### src/rtl/perf_event_monitor_pkg.sv
`default_nettype none
// ============================================================================
//  Module      : perf_pkg
//  Description : Shared constants for the performance event monitor:
//                readout index map, counter count and FSM state encoding.
//  Revision    : 1.0 - initial release
// ============================================================================
package perf_pkg;

  // Number of real event counters (index 7 is the status word, not a counter)
  localparam int NUM_CNT     = 7;

  // Readout index map
  localparam int PERF_CYC    = 0;
  localparam int PERF_RET    = 1;
  localparam int PERF_IREQ   = 2;
  localparam int PERF_IHIT   = 3;
  localparam int PERF_DREQ   = 4;
  localparam int PERF_DHIT   = 5;
  localparam int PERF_STALL  = 6;
  localparam int PERF_STATUS = 7;

  localparam int STATE_W     = 2;

  typedef enum logic [STATE_W-1:0] {
    ST_IDLE   = 2'd0,
    ST_RUN    = 2'd1,
    ST_FROZEN = 2'd2
  } perfState_t;

endpackage
`default_nettype wire

### src/rtl/perf_event_monitor_if.sv
`default_nettype none
// ============================================================================
//  Module      : perf_event_monitor_if
//  Description : Control, event-strobe and readout bundle of the performance
//                monitor. The master side (pipeline/debug logic) drives the
//                control pulses, event strobes and read requests; the slave
//                side (the monitor) returns readout data and status.
//  Ports       : start, clr, ev_* (event strobes), rd_req, rd_sel  -> monitor
//                rd_valid, rd_data, running, frozen, err          <- monitor
//  Revision    : 1.0 - initial release
// ============================================================================
interface perf_event_monitor_if #(
  parameter int CNT_W = 32
) ();

  logic             start;
  logic             clr;
  logic             ev_retire;
  logic             ev_halt;
  logic             ev_ireq;
  logic             ev_ihit;
  logic             ev_dreq;
  logic             ev_dhit;
  logic             ev_fstall;
  logic             ev_mstall;
  logic             rd_req;
  logic [2:0]       rd_sel;
  logic             rd_valid;
  logic [CNT_W-1:0] rd_data;
  logic             running;
  logic             frozen;
  logic             err;

  modport master (
    output start, clr, ev_retire, ev_halt, ev_ireq, ev_ihit, ev_dreq, ev_dhit,
           ev_fstall, ev_mstall, rd_req, rd_sel,
    input  rd_valid, rd_data, running, frozen, err
  );

  modport slave (
    input  start, clr, ev_retire, ev_halt, ev_ireq, ev_ihit, ev_dreq, ev_dhit,
           ev_fstall, ev_mstall, rd_req, rd_sel,
    output rd_valid, rd_data, running, frozen, err
  );

endinterface
`default_nettype wire

### src/rtl/perf_event_monitor_sat_counter.sv
`default_nettype none
// ============================================================================
//  Module      : perf_sat_counter
//  Description : Saturating event counter. Increments on en, sticks at the
//                all-ones value, synchronous clear has priority over en.
//  Ports       : clk, rst (async active-low), clr, en -> cnt[CNT_W-1:0]
//  Revision    : 1.0 - initial release
// ============================================================================
module perf_sat_counter #(
  parameter int CNT_W = 32
) (
  input  logic             clk,
  input  logic             rst,
  input  logic             clr,
  input  logic             en,
  output logic [CNT_W-1:0] cnt
);

  logic [CNT_W-1:0] r_cnt;

  always_ff @(posedge clk or negedge rst) begin
    if (!rst) begin
      r_cnt <= '0;
    end else if (clr) begin
      r_cnt <= '0;
    end else if (en && (r_cnt != {CNT_W{1'b1}})) begin
      r_cnt <= r_cnt + 1'b1;
    end
  end

  assign cnt = r_cnt;

endmodule
`default_nettype wire

### src/rtl/perf_event_monitor.sv
`default_nettype none
// ============================================================================
//  Module      : perf_event_monitor
//  Description : Hardware performance monitor. Counts cycles, retired
//                instructions, I/D-cache requests and qualified hits, and
//                stall cycles while armed; freezes on halt; flags stray hits
//                as a sticky error; offers a registered indexed readout.
//  Ports       : clk          system clock
//                rst          asynchronous active-low reset
//                bus (slave)  control pulses, event strobes, readout, status
//  Revision    : 1.0 - initial release
// ============================================================================
module perf_event_monitor
  import perf_pkg::*;
#(
  parameter int CNT_W = 32
) (
  input  logic                 clk,
  input  logic                 rst,
  perf_event_monitor_if.slave  bus
);

  perfState_t       r_state;
  logic             r_running;
  logic             r_frozen;
  logic             r_err;
  logic             r_rdValid;
  logic [CNT_W-1:0] r_rdData;

  logic             w_inRun;
  logic             w_countCycle;
  logic             w_strayHit;
  logic [NUM_CNT-1:0] w_cntEn;
  // Entries 0..6 are the counters, entry 7 is the status word, so the
  // readout mux is a plain index into this array.
  logic [CNT_W-1:0] w_rdSrc [NUM_CNT+1];

  assign w_inRun      = (r_state == ST_RUN);
  // A clr cycle discards every event, so counting is gated by ~clr.
  assign w_countCycle = w_inRun & ~bus.clr;
  assign w_strayHit   = (bus.ev_ihit & ~bus.ev_ireq) | (bus.ev_dhit & ~bus.ev_dreq);

  always_comb begin
    w_cntEn             = '0;
    w_cntEn[PERF_CYC]   = w_countCycle;
    w_cntEn[PERF_RET]   = w_countCycle & bus.ev_retire;
    w_cntEn[PERF_IREQ]  = w_countCycle & bus.ev_ireq;
    w_cntEn[PERF_IHIT]  = w_countCycle & bus.ev_ireq & bus.ev_ihit;
    w_cntEn[PERF_DREQ]  = w_countCycle & bus.ev_dreq;
    w_cntEn[PERF_DHIT]  = w_countCycle & bus.ev_dreq & bus.ev_dhit;
    w_cntEn[PERF_STALL] = w_countCycle & (bus.ev_fstall | bus.ev_mstall);
  end

  for (genvar gi = 0; gi < NUM_CNT; gi++) begin : g_cnt
    perf_sat_counter #(
      .CNT_W (CNT_W)
    ) u_cnt (
      .clk (clk),
      .rst (rst),
      .clr (bus.clr),
      .en  (w_cntEn[gi]),
      .cnt (w_rdSrc[gi])
    );
  end

  assign w_rdSrc[PERF_STATUS] = {{(CNT_W-3){1'b0}}, r_err, r_frozen, r_running};

  // State machine; running/frozen are registered alongside the state.
  always_ff @(posedge clk or negedge rst) begin
    if (!rst) begin
      r_state   <= ST_IDLE;
      r_running <= 1'b0;
      r_frozen  <= 1'b0;
    end else begin
      case (r_state)
        ST_IDLE: begin
          if (bus.start) begin
            r_state   <= ST_RUN;
            r_running <= 1'b1;
          end
        end
        ST_RUN: begin
          // clr outranks a halt retiring in the same cycle
          if (!bus.clr && bus.ev_halt) begin
            r_state   <= ST_FROZEN;
            r_running <= 1'b0;
            r_frozen  <= 1'b1;
          end
        end
        ST_FROZEN: begin
          if (bus.clr) begin
            r_state  <= ST_IDLE;
            r_frozen <= 1'b0;
          end
        end
        default: begin
          r_state   <= ST_IDLE;
          r_running <= 1'b0;
          r_frozen  <= 1'b0;
        end
      endcase
    end
  end

  // Sticky stray-hit error; clr in the same cycle wins.
  always_ff @(posedge clk or negedge rst) begin
    if (!rst) begin
      r_err <= 1'b0;
    end else if (bus.clr) begin
      r_err <= 1'b0;
    end else if (w_inRun && w_strayHit) begin
      r_err <= 1'b1;
    end
  end

  // Readout samples pre-increment values; data holds between requests.
  always_ff @(posedge clk or negedge rst) begin
    if (!rst) begin
      r_rdValid <= 1'b0;
      r_rdData  <= '0;
    end else begin
      r_rdValid <= bus.rd_req;
      if (bus.rd_req) begin
        r_rdData <= w_rdSrc[bus.rd_sel];
      end
    end
  end

  assign bus.rd_valid = r_rdValid;
  assign bus.rd_data  = r_rdData;
  assign bus.running  = r_running;
  assign bus.frozen   = r_frozen;
  assign bus.err      = r_err;

endmodule
`default_nettype wire

### src/flat_wrapper.sv
// flat-port wrapper written by rule: the top's interface ports become plain ports
module perf_event_monitor_flat import perf_pkg::*;
#(
  parameter int CNT_W = 32
)
  (clk, rst, bus_start, bus_clr, bus_ev_retire, bus_ev_halt, bus_ev_ireq, bus_ev_ihit, bus_ev_dreq, bus_ev_dhit, bus_ev_fstall, bus_ev_mstall, bus_rd_req, bus_rd_sel, bus_rd_valid, bus_rd_data, bus_running, bus_frozen, bus_err);
  perf_event_monitor_if #(.CNT_W(CNT_W)) bus_i ();
  input  logic clk;
  input  logic rst;
  input wire logic [$bits(bus_i.start)-1:0] bus_start;
  input wire logic [$bits(bus_i.clr)-1:0] bus_clr;
  input wire logic [$bits(bus_i.ev_retire)-1:0] bus_ev_retire;
  input wire logic [$bits(bus_i.ev_halt)-1:0] bus_ev_halt;
  input wire logic [$bits(bus_i.ev_ireq)-1:0] bus_ev_ireq;
  input wire logic [$bits(bus_i.ev_ihit)-1:0] bus_ev_ihit;
  input wire logic [$bits(bus_i.ev_dreq)-1:0] bus_ev_dreq;
  input wire logic [$bits(bus_i.ev_dhit)-1:0] bus_ev_dhit;
  input wire logic [$bits(bus_i.ev_fstall)-1:0] bus_ev_fstall;
  input wire logic [$bits(bus_i.ev_mstall)-1:0] bus_ev_mstall;
  input wire logic [$bits(bus_i.rd_req)-1:0] bus_rd_req;
  input wire logic [$bits(bus_i.rd_sel)-1:0] bus_rd_sel;
  output wire logic [$bits(bus_i.rd_valid)-1:0] bus_rd_valid;
  output wire logic [$bits(bus_i.rd_data)-1:0] bus_rd_data;
  output wire logic [$bits(bus_i.running)-1:0] bus_running;
  output wire logic [$bits(bus_i.frozen)-1:0] bus_frozen;
  output wire logic [$bits(bus_i.err)-1:0] bus_err;
  assign bus_i.start = bus_start;
  assign bus_i.clr = bus_clr;
  assign bus_i.ev_retire = bus_ev_retire;
  assign bus_i.ev_halt = bus_ev_halt;
  assign bus_i.ev_ireq = bus_ev_ireq;
  assign bus_i.ev_ihit = bus_ev_ihit;
  assign bus_i.ev_dreq = bus_ev_dreq;
  assign bus_i.ev_dhit = bus_ev_dhit;
  assign bus_i.ev_fstall = bus_ev_fstall;
  assign bus_i.ev_mstall = bus_ev_mstall;
  assign bus_i.rd_req = bus_rd_req;
  assign bus_i.rd_sel = bus_rd_sel;
  assign bus_rd_valid = bus_i.rd_valid;
  assign bus_rd_data = bus_i.rd_data;
  assign bus_running = bus_i.running;
  assign bus_frozen = bus_i.frozen;
  assign bus_err = bus_i.err;
  perf_event_monitor #(.CNT_W(CNT_W)) u_core (.clk(clk), .rst(rst), .bus(bus_i));
endmodule
### config.mk
export PLATFORM = sky130hd
export DESIGN_NAME = perf_event_monitor_flat
export DESIGN_NICKNAME = d
export VERILOG_FILES = /design/src/rtl/perf_event_monitor_pkg.sv /design/src/rtl/perf_event_monitor_if.sv /design/src/rtl/perf_event_monitor_sat_counter.sv /design/src/rtl/perf_event_monitor.sv /design/src/flat_wrapper.sv
export SDC_FILE = /design/constraint.sdc
export NUM_CORES = 1
export LEC_CHECK = 0
export CELL_PAD_IN_SITES_DETAIL_PLACEMENT = 0
export CELL_PAD_IN_SITES_GLOBAL_PLACEMENT = 1
export CORE_ASPECT_RATIO = 1.1
export CORE_MARGIN = 2
export CORE_UTILIZATION = 54
export CTS_BUF_LIST = sky130_fd_sc_hd__clkbuf_4 sky130_fd_sc_hd__clkbuf_8
export DETAILED_ROUTE_END_ITERATION = 10
export PLACE_DENSITY = 0.87
export SYNTH_ARGS = -nofsm -noshare
export SYNTH_HDL_FRONTEND = slang
export SYNTH_HIERARCHICAL = 1
export SYNTH_SLANG_ARGS = --single-unit
### constraint.sdc
create_clock -name clk -period 6.2 [get_ports clk]
set_clock_uncertainty 0.1 [all_clocks]
set_input_delay 1.55 -clock clk [delete_from_list [all_inputs] [get_ports clk]]
set_output_delay 1.55 -clock clk [all_outputs]
set_load 0.02 [all_outputs]
==> flow_summary_export.csv, run 1 <==
group,metric,value,unit
timing,max_freq,251.3,MHz
setup_path,path_cells,"clkbuf_8 > nor2b_1 > buf_4 > and2_1 > and3_1 > nand4_1 > a21o_1 > nor4_1 > mux2_2",
place,placed_cells,2095,
final_layout,fin_nets,1793,
clock_network,postCtsSetupBuffers,0,
logic_synthesis,synth.distinct_cells,53,
logic_synthesis,ys_warn_count,6,
status,status,"finished clean",
timing,tns,0,ns
detailed_routing,drc,0,
setup_path,crit_arrival,4.35,ns
global_routing,grt_pass1_wl,73.04,mm
detailed_routing,wirelength,45.42,mm
logic_synthesis,synth_seq_cells,262,
logic_synthesis,postSynthAreaPerCell,9.368,um2
global_routing,grt_max_degree,212,
logic_synthesis,postSynthCellCount,1746,
timing,tightest_slew,1.127,ns
power,switching_power,1.041,mW
setup_path,startpoint_type,"primary input",
power,power.total,3.836,mW
die,die-area,0.03170,mm2
setup_path,critPathBufInv,2,
logic_synthesis,synth_nets,1769,
timing,slew_headroom,24.70,%
power,p_int,2.795,mW
detailed_routing,num_vias,13810,
detailed_routing,final_antenna_net_count,0,
clock_network,cts_resized,0,
setup_path,critical_path_required,6.57,ns
die,die_y,186.5,um
timing,post-route-period-util,64.18,%
detailed_routing,dr.pass1.iters,5,
detailed_routing,wire_per_inst,20.93,um
place,dp_slack,1.655,ns
timing,holdWs,0.3871,ns
setup_path,crit_path_end_kind,"flip-flop",
timing,fin_crit,3.979,ns
die,core,0.02973,mm2
power,p_leak,7.274,nW
clock_network,holdBufCountCts,0,
clock_network,htree_levels,2,
detailed_routing,first_iter_violations,1157,
timing,setup_slack,2.221,ns
final_layout,fin_cells,2170,
power,swShare,27.13,%
final_layout,syn_to_final_growth,9.563,%
timing,hold_viol,0,
power,peakVddDrop,0.0001768,V
place,placed_area,0.01701,mm2
flow_run,maxCapViolations,0,
power,power.density,214.0,mW/mm2
final_layout,layout-drive-gt1-share,14.81,%
final_layout,diodes,0,
die,pin_count,52,
power,p_comb_share,10.7,%
place,gp_congestion,0.9423,
setup_path,crit_slowest_cell,"nor2b_1",
global_routing,antenna_found_initial,0,
place,port_buffers,51,
clock_network,path_clk_slew,0.06,ns
power,pwr-share-clk,42.6,%
die,die_w,169.9,um
logic_synthesis,synthesis.area,0.01636,mm2
final_layout,final_util,60.28,%
global_routing,grt_pass1_vias,13330,
detailed_routing,avgViaCountPerCell,6.362,
clock_network,cts.sinks,262,
timing,finalSetupViolCount,0,
timing,maxSlewViolCount,0,
setup_path,cp_max_fo,75,
die,start_util,55.02,%
clock_network,numCtsBuffers,47,
clock_network,ctsRootBufferMaster,"clkbuf_8",
power,p_seq_share,46.7,%
final_layout,design_area,0.01792,mm2
min_path,hp-class,"reg2reg",
clock_network,clock_path_buffers,3,
logic_synthesis,seq_area_frac_synth,40.09,%
die,rows,66,
timing,rsz0062_at_grt,"no",
global_routing,grt-ovfl-total,0,
setup_path,criticalPathCategory,"in2reg",
global_routing,grt.total_usage,29.08,%
place,hpwl,31.48,mm
clock_network,cts_tree,"built",
setup_path,cp_slowest_stage_delay,0.51,ns
clock_network,clock_latency,0.61,ns
setup_path,crit_family,"simple AND/OR/NAND/NOR gates",
-- sequential cells by signal, indices dropped and copies added, names as in the netlist --
| name | flops |
|---|---|
| u_core/bus.err | 1 |
| u_core/bus.frozen | 1 |
| u_core/bus.rd_data | 32 |
| u_core/bus.rd_valid | 1 |
| u_core/bus.running | 1 |
| u_core/g_cnt.u_cnt/cnt | 224 |
| u_core/r_state | 2 |
-- tightest hold or removal path, cell delays in order (launching register included) --
cell and delay [ns]:
dfrtp_1 0.35, nand2_1 0.05, o41ai_1 0.05
-- area by class of cell --
| cell class | instances | area (um2) |
|---|---|---|
| Sequential cell | 262 | 6556 |
| Timing Repair Buffer | 60 | 609.3 |
| Inverter | 52 | 195.2 |
| Tap cell | 374 | 467.9 |
| Clock inverter | 3 | 28.78 |
| Fill cell | 2617 | 11810 |
| Multi-Input combinational cell | 1347 | 9184 |
| Clock buffer | 72 | 878.3 |
-- layout by cell type, fill, tap and decap left out, drive strengths merged, types with 11 or more instances in the layout --
cell,n
nand2,110
nand4,49
and2,24
mux2,112
clkbuf,73
a31oi,14
dfrtp,262
nand3,91
a31o,14
buf,11
or3,35
o31ai,24
xnor2,70
o22ai,35
and3,58
a21oi,108
xor2,21
nor2,185
o21ai,31
clkdlybuf4s50,48
a21o,21
nor3,28
nand2b,16
or4,21
inv,55
nor4,49
a211oi,65
o41ai,29
nor2b,77
-- path summary, 6_finish.rpt --
path | from | end | slack, ns | cells past startpoint
setup / recovery | bus_clr | u_core/g_cnt[1].u_cnt/cnt[31] | 2.22 | 9
hold / removal | u_core/bus.rd_data[6] | u_core/bus.rd_data[6] | 0.39 | 2
setup reg to reg | u_core/r_state[0] | u_core/g_cnt[1].u_cnt/cnt[31] | 2.71 | 9
hold reg to reg | u_core/bus.rd_data[6] | u_core/bus.rd_data[6] | 0.39 | 2
max in group asynchronous | rst | u_core/g_cnt[6].u_cnt/cnt[24] | 3.98 | 2
min in group asynchronous | rst | u_core/g_cnt[3].u_cnt/cnt[26] | 0.77 | 1
-- power groups by stage --
| stage | combinational [mW] | sequential, mW | clock (mW) |
|---|---|---|---|
| 2_1_floorplan | 0.190 | 1.85 | 0 |
| 4_1_cts | 0.411 | 1.79 | 1.67 |
| 6_report | 0.411 | 1.79 | 1.63 |
| 3_3_place_gp | 0.404 | 1.82 | 0 |
| 5_1_grt | 0.442 | 1.80 | 1.75 |
| 3_5_place_dp | 0.409 | 1.82 | 0 |
-- Yosys cell counts, drive strengths merged --
library cell / instances / area [um2]
a31oi: 14 / 192.7
o31ai: 24 / 180.2
a211oi: 65 / 488.0
a22o: 2 / 17.52
a21o: 21 / 157.7
o22ai: 35 / 219.0
and4: 7 / 61.31
o211a: 7 / 70.07
o41ai: 29 / 366.6
mux2i: 7 / 70.07
o21ai: 31 / 155.2
nor4: 49 / 499.2
clkbuf: 46 / 173.9
nand3b: 7 / 52.55
ha: 7 / 87.58
nand3: 91 / 490.5
or3: 35 / 219.0
nand4b: 7 / 61.31
xnor2: 70 / 613.1
nor2b: 77 / 481.7
xor2: 21 / 183.9
inv: 52 / 195.2
o21a: 1 / 7.510
a21oi: 108 / 540.5
nor2: 185 / 694.4
and3: 58 / 397.9
or4: 21 / 157.7
nand4: 49 / 350.3
dfrtp: 262 / 6556
mux2: 112 / 1287
or2: 1 / 6.260
nand2: 110 / 412.9
a41oi: 7 / 61.31
buf: 39 / 246.5
nor3: 28 / 140.1
and4bb: 7 / 87.58
a31o: 14 / 122.6
and2: 24 / 150.1
nand2b: 16 / 100.1
-- logic make-up (layout without fill, tap and decap cells) --
logic type / after synthesis / after routing / share of synthesized area, %
xor gates and xnor gates: 91 / 91 / 4.873
adders and majority gates: 7 / 7 / 0.5355
muxes: 119 / 119 / 8.300
buffers and inverters: 137 / 187 / 3.764
DFF: 262 / 262 / 40.09
AOI/OAI and AO/OA: 358 / 358 / 15.77
and+or+nand+nor: 772 / 772 / 26.68
-- per-layer routing --
layer	vias up	GRT usage (%)	share of wire [%]
met2	396	47.08	48
li1	6457	-	-
met1	6869	39.30	42
met4	0	11.24	3.6
met3	83	4.602	5.8
met5	-	0	0
Note: power is estimated with default switching activity, not from simulation.
==> run 2, diff against run 1 <==
--- a/config.mk
+++ b/config.mk
@@ -9,10 +9,10 @@
 export CELL_PAD_IN_SITES_GLOBAL_PLACEMENT = 1
 export CORE_ASPECT_RATIO = 1.1
 export CORE_MARGIN = 2
-export CORE_UTILIZATION = 54
+export CORE_UTILIZATION = 46
 export CTS_BUF_LIST = sky130_fd_sc_hd__clkbuf_4 sky130_fd_sc_hd__clkbuf_8
 export DETAILED_ROUTE_END_ITERATION = 10
-export PLACE_DENSITY = 0.87
+export PLACE_DENSITY = 0.79
 export SYNTH_ARGS = -nofsm -noshare
 export SYNTH_HDL_FRONTEND = slang
 export SYNTH_HIERARCHICAL = 1
==> constraint.sdc (replaced) <==
create_clock -name clk -period 3.5 [get_ports clk]
set_clock_uncertainty 0.1 [all_clocks]
set_input_delay 0.875 -clock clk [delete_from_list [all_inputs] [get_ports clk]]
set_output_delay 0.875 -clock clk [all_outputs]
set_load 0.02 [all_outputs]
==> run 2 against run 1 <==
Wire length rose by 4.3%. Setup slack got worse by 1.9 ns. Via count fell by 0.37%. Critical endpoint is now u_core/g_cnt[3].u_cnt/cnt[31].
==> flow_summary_export.csv, run 2 (synthesis results as in run 1) <==
group,metric,value,unit
setup_path,startpoint_type,"flip-flop",
setup_path,endpoint,"u_core/g_cnt[3].u_cnt/cnt[31]",
timing,tightest_slew,0.9697,ns
detailed_routing,first_iter_violations,949,
timing,max_freq,314.6,MHz
detailed_routing,wirelength,47.35,mm
setup_path,critical_path_required,3.87,ns
die,start_util,46.55,%
die,die-area,0.03708,mm2
timing,post-route-period-util,90.82,%
min_path,hp-class,"in2async",
detailed_routing,final_antenna_net_count,0,
global_routing,grt_use_met3,3.222,%
die,die_w,183.8,um
detailed_routing,drc,0,
clock_network,cts.sinks,262,
detailed_routing,avgViaCountPerCell,6.083,
setup_path,reg2reg_from,"u_core/r_state[0]",
global_routing,grt_pass1_wl,75.29,mm
timing,holdWs,0.1442,ns
setup_path,cp_max_fo,19,
place,placed_area,0.01723,mm2
status,status,"finished clean",
clock_network,postCtsSetupBuffers,0,
setup_path,crit_arrival,3.55,ns
flow_run,maxCapViolations,0,
clock_network,clock_path_buffers,3,
final_layout,final_common_cell,"dfrtp_1",
place,hpwl,33.49,mm
clock_network,clock_latency,0.60,ns
global_routing,gr-usage-met2,43.15,%
power,peakVddDrop,0.0002800,V
timing,finalSetupViolCount,0,
timing,slew_headroom,35.35,%
global_routing,met1_usage,34.07,%
final_layout,layout-drive-gt1-share,15.80,%
die,rows,72,
clock_network,cts_tree,"built",
place,port_buffers,51,
timing,rsz0062_at_grt,"no",
setup_path,r2r_cells,9,
final_layout,syn_to_final_growth,11.46,%
final_layout,mostFrequentLayoutCells,"dfrtp_1, nor2_1, nand2_1",
setup_path,crit_path_end_kind,"flip-flop",
clock_network,holdBufCountCts,0,
global_routing,grt_max_degree,212,
detailed_routing,dr.pass1.iters,5,
clock_network,htree_levels,2,
setup_path,r2r_slack,0.32,ns
final_layout,design_area,0.01823,mm2
timing,fin_crit,3.179,ns
timing,tns,0,ns
clock_network,numCtsBuffers,48,
die,pin_count,52,
final_layout,diodes,0,
global_routing,grt-busiest-layer,"met2",
setup_path,criticalPathCategory,"reg2reg",
global_routing,grt.total_usage,25.85,%
global_routing,grt_pass1_vias,13430,
power,power.density,384.1,mW/mm2
timing,maxSlewViolCount,0,
timing,hold_viol,0,
die,die_y,201.8,um
power,p_leak,7.396,nW
setup_path,crit_start,"u_core/r_state[0]",
global_routing,antenna_found_initial,0,
power,power.total,7.002,mW
clock_network,cts_resized,0,
global_routing,grt-ovfl-total,0,
clock_network,ctsRootBufferMaster,"clkbuf_8",
clock_network,path_clk_slew,0.06,ns
detailed_routing,wire_per_inst,20.94,um
place,gp_congestion,0.8810,
final_layout,fin_nets,1805,
setup_path,worstReg2RegEnd,"u_core/g_cnt[3].u_cnt/cnt[31]",
die,core,0.03513,mm2
final_layout,largest_register_ffs,224,
detailed_routing,num_vias,13750,
## run 2: cell types whose count changed in the layout (fill, tap and decap cells not counted)
cell	delta
clkinvlp_4	+1
clkinv_2	+7
inv_8	-1
clkbuf_8	+6
clkbuf_4	-2
buf_12	+4
inv_6	-1
buf_4	+7
## run 2: how the worst min path moves through the flow
| stage | start | to | slack, ns |
|---|---|---|---|
| 6_report | rst | u_core/g_cnt[3].u_cnt/cnt[26] | 0.14 |
| 5_1_grt | rst | u_core/g_cnt[3].u_cnt/cnt[15] | 0.18 |
| 4_1_cts | rst | u_core/g_cnt[3].u_cnt/cnt[10] | 0.13 |
| 3_5_place_dp | u_core/bus.rd_data[11] | u_core/bus.rd_data[11] | 0.37 |
| 3_3_place_gp | u_core/bus.rd_data[11] | u_core/bus.rd_data[11] | 0.37 |
| 2_1_floorplan | u_core/r_state[1] | u_core/r_state[0] | 0.37 |
## run 2: worst max-delay path: stages, from the launching register on
cell	delay, ns
dfrtp_1	0.44
nor2b_1	0.26
nor2b_1	0.26
buf_4	0.24
and3_1	0.25
and3_1	0.27
nand4_1	0.12
a21o_1	0.37
nor4_1	0.39
mux2_2	0.37
## run 2: cell type report
class,instances,area (um2)
Tap cell,444,555.5
Clock buffer,76,945.9
Multi-Input combinational cell,1347,9184
Timing Repair Buffer,71,742.0
Fill cell,3310,16900
Sequential cell,262,6556
Clock inverter,9,51.30
Inverter,52,195.2
## run 2: per-stage QoR
stage          cells  utilization [%]  setup slack, ns
3_5_place_dp    2176            49.05          0.09337
5_1_grt         2261            51.89          0.05805
6_report        2261            51.89           0.3215
2_1_floorplan   1746                -           0.6124
3_3_place_gp    2176            49.05           0.2276
4_1_cts         2261            51.89           0.3359
## run 2: metal layers
| metal | vias up | share of wire [%] | wire, um |
|---|---|---|---|
| met2 | 365 | 50 | 23470 |
| met5 | - | 0 | 0 |
| met4 | 0 | 3.8 | 1821 |
| met1 | 6798 | 42 | 20000 |
| met3 | 92 | 4.3 | 2058 |
| li1 | 6499 | - | - |
## run 2: power by group
group          switching [mW]  total [mW]  internal (mW)
sequential             0.0767        3.18           3.10
combinational           0.462       0.740          0.278
clock                    1.37        3.08           1.71
total                    1.91        7.00           5.09
